==> config.mk <==
export PLATFORM = sky130hd
export DESIGN_NAME = popcount_pipe_flat
export DESIGN_NICKNAME = d
export VERILOG_FILES = /design/src/rtl/popcount_pipe_if.sv /design/src/rtl/popcount_pipe.sv /design/src/flat_wrapper.sv
export SDC_FILE = /design/constraint.sdc
export NUM_CORES = 1
export LEC_CHECK = 0
export CAP_MARGIN = 10
export CORE_MARGIN = 1
export CORE_UTILIZATION = 45
export DETAILED_ROUTE_END_ITERATION = 6
export PLACE_DENSITY = 0.8
export SETUP_SLACK_MARGIN = 0.4
export SKIP_LAST_GASP = 1
export SLEW_MARGIN = 10
export SYNTH_ARGS = -nofsm -noshare
export SYNTH_HDL_FRONTEND = slang
export SYNTH_SLANG_ARGS = --single-unit
==> constraint.sdc <==
create_clock -name clk -period 6.9 [get_ports clk]
set_input_delay 1.725 -clock clk [delete_from_list [all_inputs] [get_ports clk]]
set_output_delay 1.725 -clock clk [all_outputs]
set_load 0.03 [all_outputs]
==> src/rtl/popcount_pipe_if.sv <==
// popcount_pipe_if: handshake bundle for popcount_pipe.
// The master side drives the operand and consumes the result.
// The slave side is the popcount pipeline itself.
interface popcount_pipe_if #(
    parameter int DATA_W = 64,
    parameter int ACC_W  = 32
);
    logic              in_valid;
    logic              in_ready;
    logic [DATA_W-1:0] in_data;
    logic [1:0]        in_mode;
    logic              out_valid;
    logic              out_ready;
    logic [ACC_W-1:0]  out_count;
    logic              out_sat;

    modport master (
        output in_valid, in_data, in_mode, out_ready,
        input  in_ready, out_valid, out_count, out_sat
    );

    modport slave (
        input  in_valid, in_data, in_mode, out_ready,
        output in_ready, out_valid, out_count, out_sat
    );
endinterface

==> src/rtl/popcount_pipe.sv <==
// popcount_pipe: three-stage population-count pipeline with valid/ready flow control.
//   S1 registers the operand and mode.
//   S2 registers one popcount per CHUNK_W-bit chunk.
//   S3 sums the chunks, applies the mode and registers the result.
// The whole pipeline freezes while a result is waiting on the consumer.
// Optional macro POPCOUNT_PIPE_ACC_EN adds the saturating accumulator (modes 10/11).
// Without it, modes 10/11 count ones like mode 00 and out_sat is tied low.
module popcount_pipe #(
    parameter int DATA_W  = 64,
    parameter int CHUNK_W = 8,
    parameter int ACC_W   = 32
) (
    input  logic          clk,
    input  logic          rst_n,
    popcount_pipe_if.slave bus
);
    localparam int N     = DATA_W / CHUNK_W;
    localparam int CNT_W = $clog2(CHUNK_W + 1);
    localparam int SUM_W = $clog2(DATA_W + 1);

    // Ones in one chunk.
    function automatic logic [CNT_W-1:0] chunk_ones(input logic [CHUNK_W-1:0] c);
        logic [CNT_W-1:0] n;
        n = '0;
        for (int i = 0; i < CHUNK_W; i++) begin
            n = n + CNT_W'(c[i]);
        end
        return n;
    endfunction

`ifdef POPCOUNT_PIPE_ACC_EN
    // Saturating add; the top bit of the result flags that clamping happened.
    function automatic logic [ACC_W:0] sat_add(input logic [ACC_W-1:0] a,
                                               input logic [SUM_W-1:0] b);
        logic [ACC_W:0] s;
        s = {1'b0, a} + (ACC_W + 1)'(b);
        if (s[ACC_W]) begin
            return {1'b1, {ACC_W{1'b1}}};
        end
        return s;
    endfunction
`endif

    logic              stall;

    logic              vld_p0;
    logic [DATA_W-1:0] data_p0;
    logic [1:0]        mode_p0;

    logic              vld_p1;
    logic [CNT_W-1:0]  cnt_p1 [N];
    logic [1:0]        mode_p1;

    logic              vld_p2;
    logic [ACC_W-1:0]  count_p2;

    logic [SUM_W-1:0]  ones_sum;
    logic [SUM_W-1:0]  zeros;
    logic [ACC_W-1:0]  result_next;

    // A held result blocks every stage; ready is independent of in_valid.
    assign stall        = vld_p2 & ~bus.out_ready;
    assign bus.in_ready = ~stall;

    // ---- S1: operand capture ----
    // S1 valid: bubbles enter whenever the pipe advances without a new word.
    always_ff @(posedge clk or negedge rst_n) begin
        if (!rst_n) begin
            vld_p0 <= 1'b0;
        end else if (!stall) begin
            vld_p0 <= bus.in_valid;
        end
    end

    // S1 data: no reset needed, qualified by vld_p0.
    always_ff @(posedge clk) begin
        if (!stall) begin
            data_p0 <= bus.in_data;
            mode_p0 <= bus.in_mode;
        end
    end

    // ---- S2: per-chunk popcounts ----
    // S2 valid follows S1.
    always_ff @(posedge clk or negedge rst_n) begin
        if (!rst_n) begin
            vld_p1 <= 1'b0;
        end else if (!stall) begin
            vld_p1 <= vld_p0;
        end
    end

    // S2 data: one small popcount per chunk keeps the S3 adder tree short.
    always_ff @(posedge clk) begin
        if (!stall) begin
            for (int i = 0; i < N; i++) begin
                cnt_p1[i] <= chunk_ones(data_p0[i*CHUNK_W +: CHUNK_W]);
            end
            mode_p1 <= mode_p0;
        end
    end

    // ---- S3: chunk sum, mode select, result register ----
    // Sum the chunk counts into the full-word popcount.
    always_comb begin
        ones_sum = '0;
        for (int i = 0; i < N; i++) begin
            ones_sum = ones_sum + SUM_W'(cnt_p1[i]);
        end
    end

    assign zeros = SUM_W'(DATA_W) - ones_sum;

`ifdef POPCOUNT_PIPE_ACC_EN
    logic [ACC_W-1:0] acc_p2;
    logic             sat_p2;
    logic [ACC_W:0]   acc_sum;

    assign acc_sum = sat_add(acc_p2, ones_sum);

    // Accumulator and sticky saturation change only on a valid S3 load, so order follows input order.
    always_ff @(posedge clk or negedge rst_n) begin
        if (!rst_n) begin
            acc_p2 <= '0;
            sat_p2 <= 1'b0;
        end else if (!stall && vld_p1) begin
            if (mode_p1 == 2'b10) begin
                acc_p2 <= acc_sum[ACC_W-1:0];
                if (acc_sum[ACC_W]) begin
                    sat_p2 <= 1'b1;
                end
            end else if (mode_p1 == 2'b11) begin
                acc_p2 <= ACC_W'(ones_sum);
                sat_p2 <= 1'b0;
            end
        end
    end

    assign bus.out_sat = sat_p2;
`else
    assign bus.out_sat = 1'b0;
`endif

    // Result selection; modes 00 and 11 report ones (also 10 without the accumulator).
    always_comb begin
        result_next = ACC_W'(ones_sum);
        case (mode_p1)
            2'b01:   result_next = ACC_W'(zeros);
`ifdef POPCOUNT_PIPE_ACC_EN
            2'b10:   result_next = acc_sum[ACC_W-1:0];
`endif
            default: result_next = ACC_W'(ones_sum);
        endcase
    end

    // S3 register: output valid and count, both frozen during a stall.
    always_ff @(posedge clk or negedge rst_n) begin
        if (!rst_n) begin
            vld_p2   <= 1'b0;
            count_p2 <= '0;
        end else if (!stall) begin
            vld_p2 <= vld_p1;
            if (vld_p1) begin
                count_p2 <= result_next;
            end
        end
    end

    assign bus.out_valid = vld_p2;
    assign bus.out_count = count_p2;
endmodule
==> src/flat_wrapper.sv <==
// flat-port wrapper written by rule: the top's interface ports become plain ports
module popcount_pipe_flat 
#(
    parameter int DATA_W  = 64,
    parameter int CHUNK_W = 8,
    parameter int ACC_W   = 32
)
  (clk, rst_n, bus_in_valid, bus_in_data, bus_in_mode, bus_out_ready, bus_in_ready, bus_out_valid, bus_out_count, bus_out_sat);
  popcount_pipe_if #(.DATA_W(DATA_W), .ACC_W(ACC_W)) bus_i ();
  input  logic clk;
  input  logic rst_n;
  input wire logic [$bits(bus_i.in_valid)-1:0] bus_in_valid;
  input wire logic [$bits(bus_i.in_data)-1:0] bus_in_data;
  input wire logic [$bits(bus_i.in_mode)-1:0] bus_in_mode;
  input wire logic [$bits(bus_i.out_ready)-1:0] bus_out_ready;
  output wire logic [$bits(bus_i.in_ready)-1:0] bus_in_ready;
  output wire logic [$bits(bus_i.out_valid)-1:0] bus_out_valid;
  output wire logic [$bits(bus_i.out_count)-1:0] bus_out_count;
  output wire logic [$bits(bus_i.out_sat)-1:0] bus_out_sat;
  assign bus_i.in_valid = bus_in_valid;
  assign bus_i.in_data = bus_in_data;
  assign bus_i.in_mode = bus_in_mode;
  assign bus_i.out_ready = bus_out_ready;
  assign bus_in_ready = bus_i.in_ready;
  assign bus_out_valid = bus_i.out_valid;
  assign bus_out_count = bus_i.out_count;
  assign bus_out_sat = bus_i.out_sat;
  popcount_pipe #(.DATA_W(DATA_W), .CHUNK_W(CHUNK_W), .ACC_W(ACC_W)) u_core (.clk(clk), .rst_n(rst_n), .bus(bus_i));
endmodule
Word-level counts from Yosys, hierarchy flattened
Memory sizes are Yosys's and may differ from the RTL's. Cells that the tools add are included.

Flip-flop bits (word level): 103. Logic and storage cells: 79. Memory bits (writable): 32. Memories kept: 1. Output and inout bits: 35.

Equality and inequality tests: 1. Add/sub/neg operators: 64. Bitwise operators: 3. Reduce and logical (&&, ||, !) cells: 1. Multiplexer cells: 2.

Memories: u_core.cnt_p1 (depth 8, bits a word 4, read ports 8, clocked after Yosys merged registers in 0, wr ports 8, RTL line popcount_pipe.sv:51) `logic [CNT_W-1:0] cnt_p1 [N];`.

Operators with widths (count): $add A4 B1 Y4 (48); $add A7 B4 Y7 (6); $add A1 B1 Y2 (8); $mux W7 (1); $sub A7 B7 Y7 const A (1); $add A4 B4 Y5 (1); $eq A2 B1 Y1 const B (1); $not A1 Y1 (2); $reduce_and A2 Y1 (1); $and A1 B1 Y1 (1); $mux W1 (1).

Longest topological paths before layout
Gate-level depths: netlist of run 1. An unclocked memory read counts as a cell.

Depth in word-level cells: 10. Gate-level depth with buffers: 16. Mapped depth without buffers: 16.

Worst setup path before layout of run 1
No wires, ideal clock.

Kind: register to register. Start: memory u_core.cnt_p1[0][0] (netlist bit). End: register u_core.count_p2[5] (netlist: u_core.bus.out_count[5]). Slack: 2.050 ns. Stages on the path, launching flop included: 17. Data required time: 6.831 ns. Data arrival time: 4.781 ns. Library setup time: 0.069 ns. Clock period less this slack: 4.850 ns. Cells stage by stage: edfxtp_1 > ha_1 > fa_1 > xor2_1 > fa_1 > inv_1 > fa_1 > fa_1 > inv_1 > fa_1 > inv_1 > fa_1 > nand2b_1 > a21oi_1 > xor2_1 > or4_1 > nand3_1.

RTL lines: start: declaration (RTL line popcount_pipe.sv:51); end signal: assignment (RTL line popcount_pipe.sv:164) `count_p2 <= result_next;`; end: declaration (RTL line popcount_pipe.sv:55) `logic [ACC_W-1:0] count_p2;`.

==> impl_metrics.env, run 1 <==
export IMPL_ctsRootBufferMaster="clkbuf_16"
export IMPL_clock_skew_final_ps=7.35
export IMPL_max_freq_ghz=0.197
export IMPL_synth_area_top_cells="edfxtp_1 50%, fa_1 17%, ha_1 8.3%"
export IMPL_overflow=0
export IMPL_yosys_warnings=0
export IMPL_crit_type="flop to flop"
export IMPL_rsz0062_at_grt="false"
export IMPL_post_cts_setup_buffers=0
export IMPL_final_setup_worst_slack_ps=1830
export IMPL_dr_pass1_iters=4
export IMPL_grt_usage=0.137
export IMPL_core_um2=12800
export IMPL_netlist_area_um2=6020
export IMPL_drive_gt1_frac=0.0395
export IMPL_antenna_found_initial=0
export IMPL_fp_dieH_um=118
export IMPL_clockBufferDepth=2
export IMPL_worst_path_max_fanout=2
export IMPL_hold_class="flop to flop"
export IMPL_rr_endpoint="u_core.bus.out_count[5]$_DFFE_PN0P_"
export IMPL_grt_pass1_wl_um=14800
export IMPL_fin_nets=688
export IMPL_r2r_cells=16
export IMPL_vias_per_cell=4.38
export IMPL_r2r_start="u_core.cnt_p1[0][0]$_DFFE_PN_"
export IMPL_ioPinCount=105
export IMPL_hp_start="u_core.mode_p0[0]$_DFFE_PN_"
export IMPL_drt_iter0_markers=78
export IMPL_synth_cell_types=35
export IMPL_grt_pass1_vias=3385
export IMPL_htreeDepth=3
export IMPL_ys_ff_latch=110
export IMPL_cts_tree="done"
export IMPL_num_rows=41
export IMPL_dieArea_um2=13800
export IMPL_end_kind="flop"
export IMPL_finalMaxSlewViolations=0
export IMPL_fin_crit_sh=0.735
export IMPL_final_cells=703
export IMPL_status="finished, final reports clean"
export IMPL_wirelength_um=8310
export IMPL_reg2reg_slack_ps=1830
export IMPL_cp_start_kind="flop"
export IMPL_syn_to_final_growth_pct=19.5
export IMPL_hold_viol=0
export IMPL_crit_arrival_ps=5350
export IMPL_setup_viol=0
export IMPL_cts_sinks=110
export IMPL_finalCriticalPeriod_ps=5070
export IMPL_drcViolationCount=0
export IMPL_port_buffers=78
export IMPL_syn_inst=439
export IMPL_grt_max_degree=81
export IMPL_dp_slack_ps=1820
export IMPL_hold_end="u_core.mode_p1[0]$_DFFE_PN_"
export IMPL_wire_per_inst_um=11.8
export IMPL_start_util=0.469
export IMPL_vias=3082
export IMPL_cp_data_required_time_ps=7180
export IMPL_dp_hpwl_um=6460
export IMPL_diodes=0
export IMPL_dp_cells=688
export IMPL_synth_top_area_cell="edfxtp_1"
export IMPL_clk_latency_ps=350
export IMPL_whs_path_depth=0
export IMPL_setup_tns_ps=0
export IMPL_gp_congestion=0.725
export IMPL_yosysSeqAreaShare=0.541
export IMPL_syn_area_per_cell_um2=13.7
export IMPL_ant_nets=0
export IMPL_finish_utilization=0.560
export IMPL_maxSlewHeadroom=0.357
export IMPL_netlist_area_leader_share=0.499
export IMPL_drv_cap=0
export IMPL_ctsHoldBuffers=0
export IMPL_die_x_um=118
export IMPL_clk_pin_slew_ps=70
export IMPL_worstMarginPinSlew_ps=965
export IMPL_cts_made_buffers=9
export IMPL_cts_resized=0
logic make-up (layout without fill, tap and decap cells):
| logic type | Yosys count | in the layout | share of synthesized area |
|---|---|---|---|
| flip-flops | 110 | 110 | 0.541 |
| AND/OR/NAND/NOR | 42 | 42 | 0.0389 |
| multiplexers | 2 | 2 | 0.00374 |
| buffers and inverters | 148 | 215 | 0.110 |
| adder cells (fa/ha/maj) | 91 | 91 | 0.253 |
| XOR/XNOR | 16 | 16 | 0.0233 |
| other | 1 | 26 | 0.000623 |
| AO/OA/AOI/OAI | 29 | 29 | 0.0300 |
metrics by stage:
step | cell area, µm² | hold WS, ps
finish | 7190 | 421
global route | 7190 | 431
CTS | 7190 | 424
detailed placement | 6910 | 408
global placement | 6910 | 412
floorplan | 6110 | 400
layout by cell type, fill, tap and decap left out, types with 6 or more instances in the layout:
cell	count
dfrtp_1	10
ha_1	40
xnor2_1	10
clkbuf_16	9
o21ai_0	6
inv_1	121
nand2_1	11
nor2_1	7
a21oi_1	12
nor2b_1	9
conb_1	26
xor2_1	6
fa_1	51
edfxtp_1	100
clkdlybuf4s50_1	78
critical path: stages (launching register included):
cell and delay [ps]:
edfxtp_1 370, ha_1 250, fa_1 420, xor2_1 190, fa_1 480, inv_1 50
fa_1 500, fa_1 550, inv_1 50, fa_1 520, inv_1 60, fa_1 440
nand2b_1 150, a21oi_1 230, xor2_1 130, or4_1 510, nand3_1 90
routing by layer:
layer | vias up | GRT usage | wire length [µm]
li1 | 1515 | - | -
met1 | 1470 | 0.156 | 3460
met2 | 86 | 0.242 | 4310
met3 | 11 | 0.0334 | 368
met4 | 0 | 0.0625 | 161
met5 | - | 0 | 0
cell type report:
cell class	instances	area [µm²]
fillers	1056	5640
flip-flops and latches	110	3250
multi-input cells	206	2200
repair buffers	79	788
inverters	121	454
clock buffers	10	229
well taps	172	215
clock inverters	5	51.3
how the worst max path moves through the flow:
stage	end	slack, ps	depth (start not counted)	start
floorplan	u_core.bus.out_count[5]$_DFFE_PN0P_	2050	16	u_core.cnt_p1[0][0]$_DFFE_PN_
global placement	bus_in_ready	1840	3	bus_out_ready
detailed placement	u_core.bus.out_count[5]$_DFFE_PN0P_	1820	16	u_core.cnt_p1[0][0]$_DFFE_PN_
CTS	u_core.bus.out_count[5]$_DFFE_PN0P_	1800	16	u_core.cnt_p1[0][0]$_DFFE_PN_
global route	u_core.bus.out_count[5]$_DFFE_PN0P_	1510	16	u_core.cnt_p1[0][0]$_DFFE_PN_
finish	u_core.bus.out_count[5]$_DFFE_PN0P_	1830	16	u_core.cnt_p1[0][0]$_DFFE_PN_
state kept, by name, indices dropped and copies added, names as in the netlist:
register / count
u_core.vld_p1: 1
u_core.data_p0: 64
u_core.mode_p1: 2
u_core.cnt_p1: 32
u_core.bus.out_count: 7
u_core.mode_p0: 2
u_core.bus.out_valid: 1
u_core.vld_p0: 1
cell usage after synthesis:
master      n
a211o_1     1
a211oi_2    1
a21o_1      3
a21oi_1    12
a21oi_2     1
a311oi_1    1
a31oi_1     1
and2_2      1
buf_4      26
buf_6       1
conb_1      1
dfrtp_1    10
edfxtp_1  100
fa_1       51
ha_1       40
inv_1     121
mux2_2      2
nand2_1    11
nand2b_1    3
nand3_1     2
nand4_1     2
nor2_1      7
nor2b_1     9
nor3b_1     1
nor4b_1     1
o211ai_1    2
o21ai_0     6
o21bai_1    1
or2_4       1
or2b_2      1
or2b_4      1
or3b_1      1
or4_1       1
xnor2_1    10
xor2_1      6
Power of run 1 is left out: the tool's default activity adds up to more than one toggle a clock period on the data nets, which glitch-free logic cannot reach.
==> run 2: changes to the inputs <==
==> constraint.sdc (replaced) <==
create_clock -name clk -period 5.2 [get_ports clk]
set_input_delay 1.3 -clock clk [delete_from_list [all_inputs] [get_ports clk]]
set_output_delay 1.3 -clock clk [all_outputs]
set_load 0.03 [all_outputs]
==> impl_metrics.env, run 2 (same netlist as run 1, synthesis figures left out) <==
export IMPL_setup_viol=0
export IMPL_diodes=0
export IMPL_dp_slack_ps=181
export IMPL_maxSlewHeadroom=0.372
export IMPL_fin_crit_sh=0.895
export IMPL_htreeDepth=3
export IMPL_finalMaxSlewViolations=0
export IMPL_dieArea_um2=13800
export IMPL_ctsHoldBuffers=0
export IMPL_hold_viol=0
export IMPL_hold_class="flop to flop"
export IMPL_fp_dieH_um=118
export IMPL_dp_hpwl_um=6680
export IMPL_cts_made_buffers=9
export IMPL_wire_per_inst_um=12.2
export IMPL_core_um2=12800
export IMPL_dr_pass1_iters=4
export IMPL_drive_gt1_frac=0.0655
export IMPL_worstMarginPinSlew_ps=941
export IMPL_die_x_um=118
export IMPL_end_kind="flop"
export IMPL_cp_start_kind="flop"
export IMPL_grt_pass1_wl_um=14900
export IMPL_ctsRootBufferMaster="clkbuf_16"
export IMPL_hold_slack_ps=422
export IMPL_mostFrequentLayoutCell="inv_1"
export IMPL_worst_path_max_fanout=2
export IMPL_drv_cap=0
export IMPL_cts_tree="done"
export IMPL_start_util=0.469
export IMPL_syn_to_final_growth_pct=21.3
export IMPL_finalCriticalPeriod_ps=4650
export IMPL_clock_skew_final_ps=3.57
export IMPL_clk_pin_slew_ps=70
export IMPL_clk_latency_ps=350
export IMPL_max_freq_ghz=0.215
export IMPL_cp_data_required_time_ps=5480
export IMPL_ant_nets=0
export IMPL_largest_register="u_core.data_p0"
export IMPL_final_setup_worst_slack_ps=548
export IMPL_finish_utilization=0.569
export IMPL_vias_per_cell=4.45
export IMPL_port_buffers=78
export IMPL_whs_path_depth=0
export IMPL_overflow=0
export IMPL_r2r_cells=16
export IMPL_drcViolationCount=0
export IMPL_setup_tns_ps=0
export IMPL_clockBufferDepth=2
export IMPL_gp_congestion=0.760
export IMPL_largest_reg_flops=64
export IMPL_rsz0062_at_grt="true"
export IMPL_grt_max_degree=80
export IMPL_crit_arrival_ps=4940
export IMPL_fin_nets=690
export IMPL_antenna_found_initial=0
export IMPL_drt_iter0_markers=105
export IMPL_grt_pass1_vias=3460
export IMPL_status="finished, final reports clean"
export IMPL_crit_type="flop to flop"
export IMPL_grt_usage=0.139
export IMPL_wirelength_um=8580
export IMPL_mostFrequentLayoutCells="120 x inv_1, 100 x edfxtp_1, 78 x clkdlybuf4s50_1"
export IMPL_cts_sinks=110
export IMPL_ioPinCount=105
export IMPL_num_rows=41
export IMPL_vias=3139
==> run 2: cell types whose count changed in the layout (fill, tap and decap cells not counted), sizes merged <==
cell and delta:
buf +2, bufinv +1
==> run 2: worst paths after layout <==
path / startpoint / endpoint / slack (ps)
max: u_core.cnt_p1[0][0]$_DFFE_PN_ / u_core.bus.out_count[5]$_DFFE_PN0P_ / 550
min: u_core.mode_p0[0]$_DFFE_PN_ / u_core.mode_p1[0]$_DFFE_PN_ / 420
max reg2reg: u_core.cnt_p1[0][0]$_DFFE_PN_ / u_core.bus.out_count[5]$_DFFE_PN0P_ / 550
min reg2reg: u_core.mode_p0[0]$_DFFE_PN_ / u_core.mode_p1[0]$_DFFE_PN_ / 420
max in group asynchronous: rst_n / u_core.bus.out_count[0]$_DFFE_PN0P_ / 3660
min in group asynchronous: rst_n / u_core.bus.out_count[6]$_DFFE_PN0P_ / 1250
==> run 2: what timing repair did <==
| action | CTS | global route |
|---|---|---|
| pin swaps | 5 | 13 |
| setup buffers | 1 | 0 |
| resized for setup | 3 | 10 |
| setup endpoints to repair | 3 | 4 |
==> run 2: stage by stage <==
step,cell area [µm²],std cells
2_1_floorplan,6110,464
3_3_place_gp,6920,689
3_5_place_dp,6920,689
4_1_cts,7240,706
5_1_grt,7300,706
6_report,7300,706
==> run 2: area by class of cell <==
type                       count  area, µm²
clock inverter                 6       76.3
tap                          172        215
sequential                   110       3250
multi-input combinational    206       2260
clock buffer                  10        229
fill                        1065       5530
inverter                     121        454
timing repair buffer          81        803
==> run 2: critical path, cell delays in order (launching register included) <==
cell	delay, ps
edfxtp_1	370
ha_2	210
fa_2	450
fa_1	490
inv_1	60
fa_1	510
fa_1	550
inv_1	40
ha_1	270
ha_1	180
inv_1	80
fa_2	420
nand2b_4	160
a21oi_4	160
xor2_2	90
or4_1	470
nand3_1	90
==> run 2: per-layer routing <==
metal  part of all wire  track usage  vias up
li1                   -            -     1522
met1               0.40        0.154     1510
met2               0.53        0.250       95
met3              0.057       0.0388       12
met4              0.022       0.0585        0
met5                  0            0        -
Power of run 2 is left out for the same reason.
==> run 3: changes to the inputs <==
==> constraint.sdc (replaced) <==
create_clock -name clk -period 4.95 [get_ports clk]
set_input_delay 1.2375 -clock clk [delete_from_list [all_inputs] [get_ports clk]]
set_output_delay 1.2375 -clock clk [all_outputs]
set_load 0.03 [all_outputs]
==> impl_metrics.env, run 3 (same netlist as run 1, synthesis figures left out) <==
export IMPL_largest_register="u_core.data_p0"
export IMPL_clockBufferDepth=2
export IMPL_vias_per_cell=4.44
export IMPL_drcViolationCount=0
export IMPL_ioPinCount=105
export IMPL_die_x_um=118
export IMPL_multiInputGateArea_um2=2300
export IMPL_wire_per_inst_um=12.5
export IMPL_ant_nets=0
export IMPL_dp_hpwl_um=6730
export IMPL_diodes=0
export IMPL_port_buffers=78
export IMPL_overflow=0
export IMPL_ctsHoldBuffers=0
export IMPL_whs_path_depth=0
export IMPL_cts_tree="done"
export IMPL_clk_latency_ps=350
export IMPL_setup_viol=0
export IMPL_mostFrequentLayoutCell="inv_1"
export IMPL_max_freq_ghz=0.217
export IMPL_status="finished, final reports clean"
export IMPL_wirelength_um=8890
export IMPL_worstMarginPinSlew_ps=742
export IMPL_drv_cap=0
export IMPL_mostFrequentLayoutCells="120 x inv_1, 100 x edfxtp_1, 78 x clkdlybuf4s50_1"
export IMPL_gp_congestion=0.854
export IMPL_drive_gt1_frac=0.0867
export IMPL_finalCriticalPeriod_ps=4610
export IMPL_hold_viol=0
export IMPL_finalMaxSlewViolations=0
export IMPL_fin_nets=698
export IMPL_start_util=0.469
export IMPL_reg2reg_slack_ps=340
export IMPL_worst_path_max_fanout=2
export IMPL_crit_arrival_ps=4890
export IMPL_rsz0062_at_grt="true"
export IMPL_fin_crit_sh=0.931
export IMPL_syn_to_final_growth_pct=23.6
export IMPL_endpoint="u_core.bus.out_count[5]$_DFFE_PN0P_"
export IMPL_ctsRootBufferMaster="clkbuf_16"
export IMPL_dieArea_um2=13800
export IMPL_end_kind="flop"
export IMPL_timing_critical_path_from="u_core.cnt_p1[0][4]$_DFFE_PN_"
export IMPL_r2r_cells=16
export IMPL_cp_start_kind="flop"
export IMPL_core_um2=12800
export IMPL_regArea_um2=3250
export IMPL_drt_iter0_markers=121
export IMPL_setup_tns_ps=0
export IMPL_num_fill_cells=1047
export IMPL_dr_pass1_iters=4
export IMPL_fp_dieH_um=118
export IMPL_cts_made_buffers=9
export IMPL_clk_pin_slew_ps=70
export IMPL_grt_usage=0.140
export IMPL_maxSlewHeadroom=0.505
export IMPL_rr_endpoint="u_core.bus.out_count[5]$_DFFE_PN0P_"
export IMPL_num_rows=41
export IMPL_antenna_found_initial=0
export IMPL_cts_sinks=110
export IMPL_cp_data_required_time_ps=5230
export IMPL_largest_reg_flops=64
export IMPL_crit_type="flop to flop"
export IMPL_clock_skew_final_ps=4.26
export IMPL_htreeDepth=3
export IMPL_hold_class="flop to flop"
export IMPL_grt_pass1_vias=3413
export IMPL_grt_max_degree=63
export IMPL_grt_pass1_wl_um=15000
export IMPL_vias=3170
export IMPL_r2r_start="u_core.cnt_p1[0][4]$_DFFE_PN_"
-- run 3: repair_timing --
action                     in CTS  in global routing
setup buffers                   4                  5
setup endpoints to repair       4                  4
resized for setup              10                  6
pin swaps                      13                 14
-- run 3: per-stage QoR --
stage / cells / util / hold slack (ps) / instance area, µm² / setup slack, ps
2_1_floorplan: 464 / - / 400 / 6140 / 415
3_3_place_gp: 689 / 0.541 / 405 / 6940 / 314
3_5_place_dp: 689 / 0.541 / 406 / 6940 / 153
4_1_cts: 709 / 0.573 / 423 / 7350 / 333
5_1_grt: 714 / 0.580 / 445 / 7430 / 163
6_report: 714 / 0.580 / 425 / 7430 / 341
-- run 3: layout make-up --
cell class | instances | share of cell area
Sequential cell | 110 | 0.438
Multi-Input combinational cell | 206 | 0.309
Timing Repair Buffer | 89 | 0.118
Inverter | 121 | 0.0611
Clock buffer | 9 | 0.0303
Tap cell | 172 | 0.0289
Clock inverter | 7 | 0.0151
-- run 3: critical path, stage by stage, from the launching register on --
cell      delay [ps]
edfxtp_1         370
ha_2             220
fa_2             400
xor2_1           170
fa_1             480
inv_1             50
fa_1             440
fa_1             480
inv_1             50
fa_1             520
inv_2             50
fa_2             350
nand2b_4         160
a21oi_4          130
xor2_1            90
or4_1            480
nand3_1           90
-- run 3: worst min path at each step --
| stage | start | to | slack (ps) |
|---|---|---|---|
| 2_1_floorplan | u_core.mode_p0[0]$_DFFE_PN_ | u_core.mode_p1[0]$_DFFE_PN_ | 400 |
| 3_3_place_gp | u_core.mode_p0[0]$_DFFE_PN_ | u_core.mode_p1[0]$_DFFE_PN_ | 410 |
| 3_5_place_dp | u_core.mode_p0[1]$_DFFE_PN_ | u_core.mode_p1[1]$_DFFE_PN_ | 410 |
| 4_1_cts | u_core.mode_p0[1]$_DFFE_PN_ | u_core.mode_p1[1]$_DFFE_PN_ | 420 |
| 5_1_grt | u_core.mode_p0[1]$_DFFE_PN_ | u_core.mode_p1[1]$_DFFE_PN_ | 450 |
| 6_report | u_core.mode_p0[1]$_DFFE_PN_ | u_core.mode_p1[1]$_DFFE_PN_ | 430 |
-- run 3: metal layers --
layer  wire [µm]  up-vias  share of wire  global-route usage
li1            -     1535              -                   -
met1        3650     1524           0.41               0.158
met2        4620       96           0.52               0.247
met3         435       15          0.049              0.0402
met4         194        0          0.022              0.0585
met5           0        -              0                   0
Power of run 3 is left out for the same reason.
==> RTL edit, RTL diff (flow settings as in run 1) <==
`ACC_W` is set to 32 in 3 places; all go to 64.
--- a/src/rtl/popcount_pipe_if.sv
+++ b/src/rtl/popcount_pipe_if.sv
@@ -4,5 +4,5 @@
 interface popcount_pipe_if #(
     parameter int DATA_W = 64,
-    parameter int ACC_W  = 32
+    parameter int ACC_W  = 64
 );
     logic              in_valid;
--- a/src/rtl/popcount_pipe.sv
+++ b/src/rtl/popcount_pipe.sv
@@ -9,5 +9,5 @@
     parameter int DATA_W  = 64,
     parameter int CHUNK_W = 8,
-    parameter int ACC_W   = 32
+    parameter int ACC_W   = 64
 ) (
     input  logic          clk,
--- a/src/flat_wrapper.sv
+++ b/src/flat_wrapper.sv
@@ -4,5 +4,5 @@
     parameter int DATA_W  = 64,
     parameter int CHUNK_W = 8,
-    parameter int ACC_W   = 32
+    parameter int ACC_W   = 64
 )
   (clk, rst_n, bus_in_valid, bus_in_data, bus_in_mode, bus_out_ready, bus_in_ready, bus_out_valid, bus_out_count, bus_out_sat);
Ports: changed (resized bus_out_count); port bits go from 105 to 137. No check against the original RTL was run, so the function may have changed too.
==> RTL edit against run 1 <==
Cell count is 5.0% higher; non-clock buffer count unchanged; synthesized area up 4.0%; setup slack improved by 11 ps; design area up 2.0%; sequential cell count unchanged; wire length rose by 1.4%; highest routed layer unchanged.
Power is not shown: default switching activity piles up to over one toggle a cycle in this logic, so the estimate is an artifact.
==> RTL edit: results (changes against run 1) <==
The run finished with clean final reports. The logs give 4.60 ps (-2.76 ps) for the clock skew and 198 MHz (+0.21%) for the fmax. The average via count per standard cell was 4.33 (-1.3%).

The run gives 6620 microns (+2.4%) as the half-perimeter wire length after placement. The tools report the global-route wire length before repair as 14,700 microns (-0.56%). The tools report the initial DRC count as 67 (-14%).

In this run the most critical hold path is launched from u_core.mode_p0[1]. Relative slew slack: 34.6% (-1.1 points). The worst setup path endpoint was u_core.bus.out_count[5].

The worst slack on hold paths is 429 ps (+8.07 ps). The final wirelength is 8420 microns (+1.4%), and the post-CTS resize count is 0 (unchanged). The signal arrival time at the worst endpoint is 5350 ps (about the same). The worst slack at placement is 1820 ps (+1.49 ps).

Worst hold endpoint: u_core.mode_p1[1]. In the synthesized netlist, the cells that appear most often are 121 x sky130_fd_sc_hd__inv_1, 100 x sky130_fd_sc_hd__edfxtp_1, 58 x sky130_fd_sc_hd__buf_4. The count of placed standard cells including taps came out at 724 (+5.2%). The tools report the cell area reported after detailed placement as 0.00703 sq mm (+1.8%).

The mean post-synth cell area works out to 13.3 sq um (-3.1%). The proportion of synthesized chip area in sequential cells came out at 52.0% (-2.1 points). By area the synthesized netlist is led by sky130_fd_sc_hd__edfxtp_1 48%, sky130_fd_sc_hd__fa_1 16%, sky130_fd_sc_hd__ha_1 8.0%, sky130_fd_sc_hd__inv_1 7.3%, sky130_fd_sc_hd__buf_4 7.0%. The slowest stage of the critical path is the sky130_fd_sc_hd__fa_1 cell. In this run the worst setup path begins at u_core.cnt_p1[0][4]. The detailed-route via count was 3,193 (+3.6%). The cell family with the largest share of critical-path delay was adder cells. The number of synthesized flops with an enable pin is 100 (unchanged), and the worst reg2reg path depth is 16 (unchanged). The global placer's final weighted congestion came out at 0.755 (+4.2%).

The share of layout cells above drive strength 1 was 3.91% (-0.040 points); the flip-flop count of the largest register after layout was 64 (unchanged). The count of fill cells added during filler insertion came out at 1,136 (+7.6%). The run gives 3,389 (+0.12%) as the via count of the first global-routing pass.

The cell depth of the worst hold path is 0 (unchanged). The tools report the overall track demand over capacity in global routing as 13.4% (-0.31 points).
RTL edit: cell types whose count changed in the layout (fill, tap and decap cells not counted), sizes merged:
cell / before / now
clkinvlp: 0 / 1
clkbuf: 10 / 9
conb: 26 / 58
bufinv: 1 / 2
clkinv: 4 / 2
RTL edit: layer usage:
layer | global-route usage, % | routed length, microns
met1 | 15.1 | 3470
met2 | 23.9 | 4410
met5 | 0 | 0
met4 | 6.56 | 182
met3 | 2.71 | 352
RTL edit: cell families after synthesis:
kind of cell	after synthesis	share of synthesized area, %
buf+inv	180	14.4
flops	110	52.0
fa+ha+maj	91	24.3
simple gates	42	3.74
compound gates	29	2.88
xor+xnor	16	2.24
other cells	1	0.0599
mux	2	0.360
RTL edit: layout make-up:
type	count	area, sq um	area share [%]
repair buffers	79	788	10.7
inverters	121	454	6.19
clock buffers	9	225	3.07
flip-flops and latches	110	3250	44.4
well taps	176	220	3.00
multi-input cells	238	2320	31.6
clock inverters	5	76.3	1.04
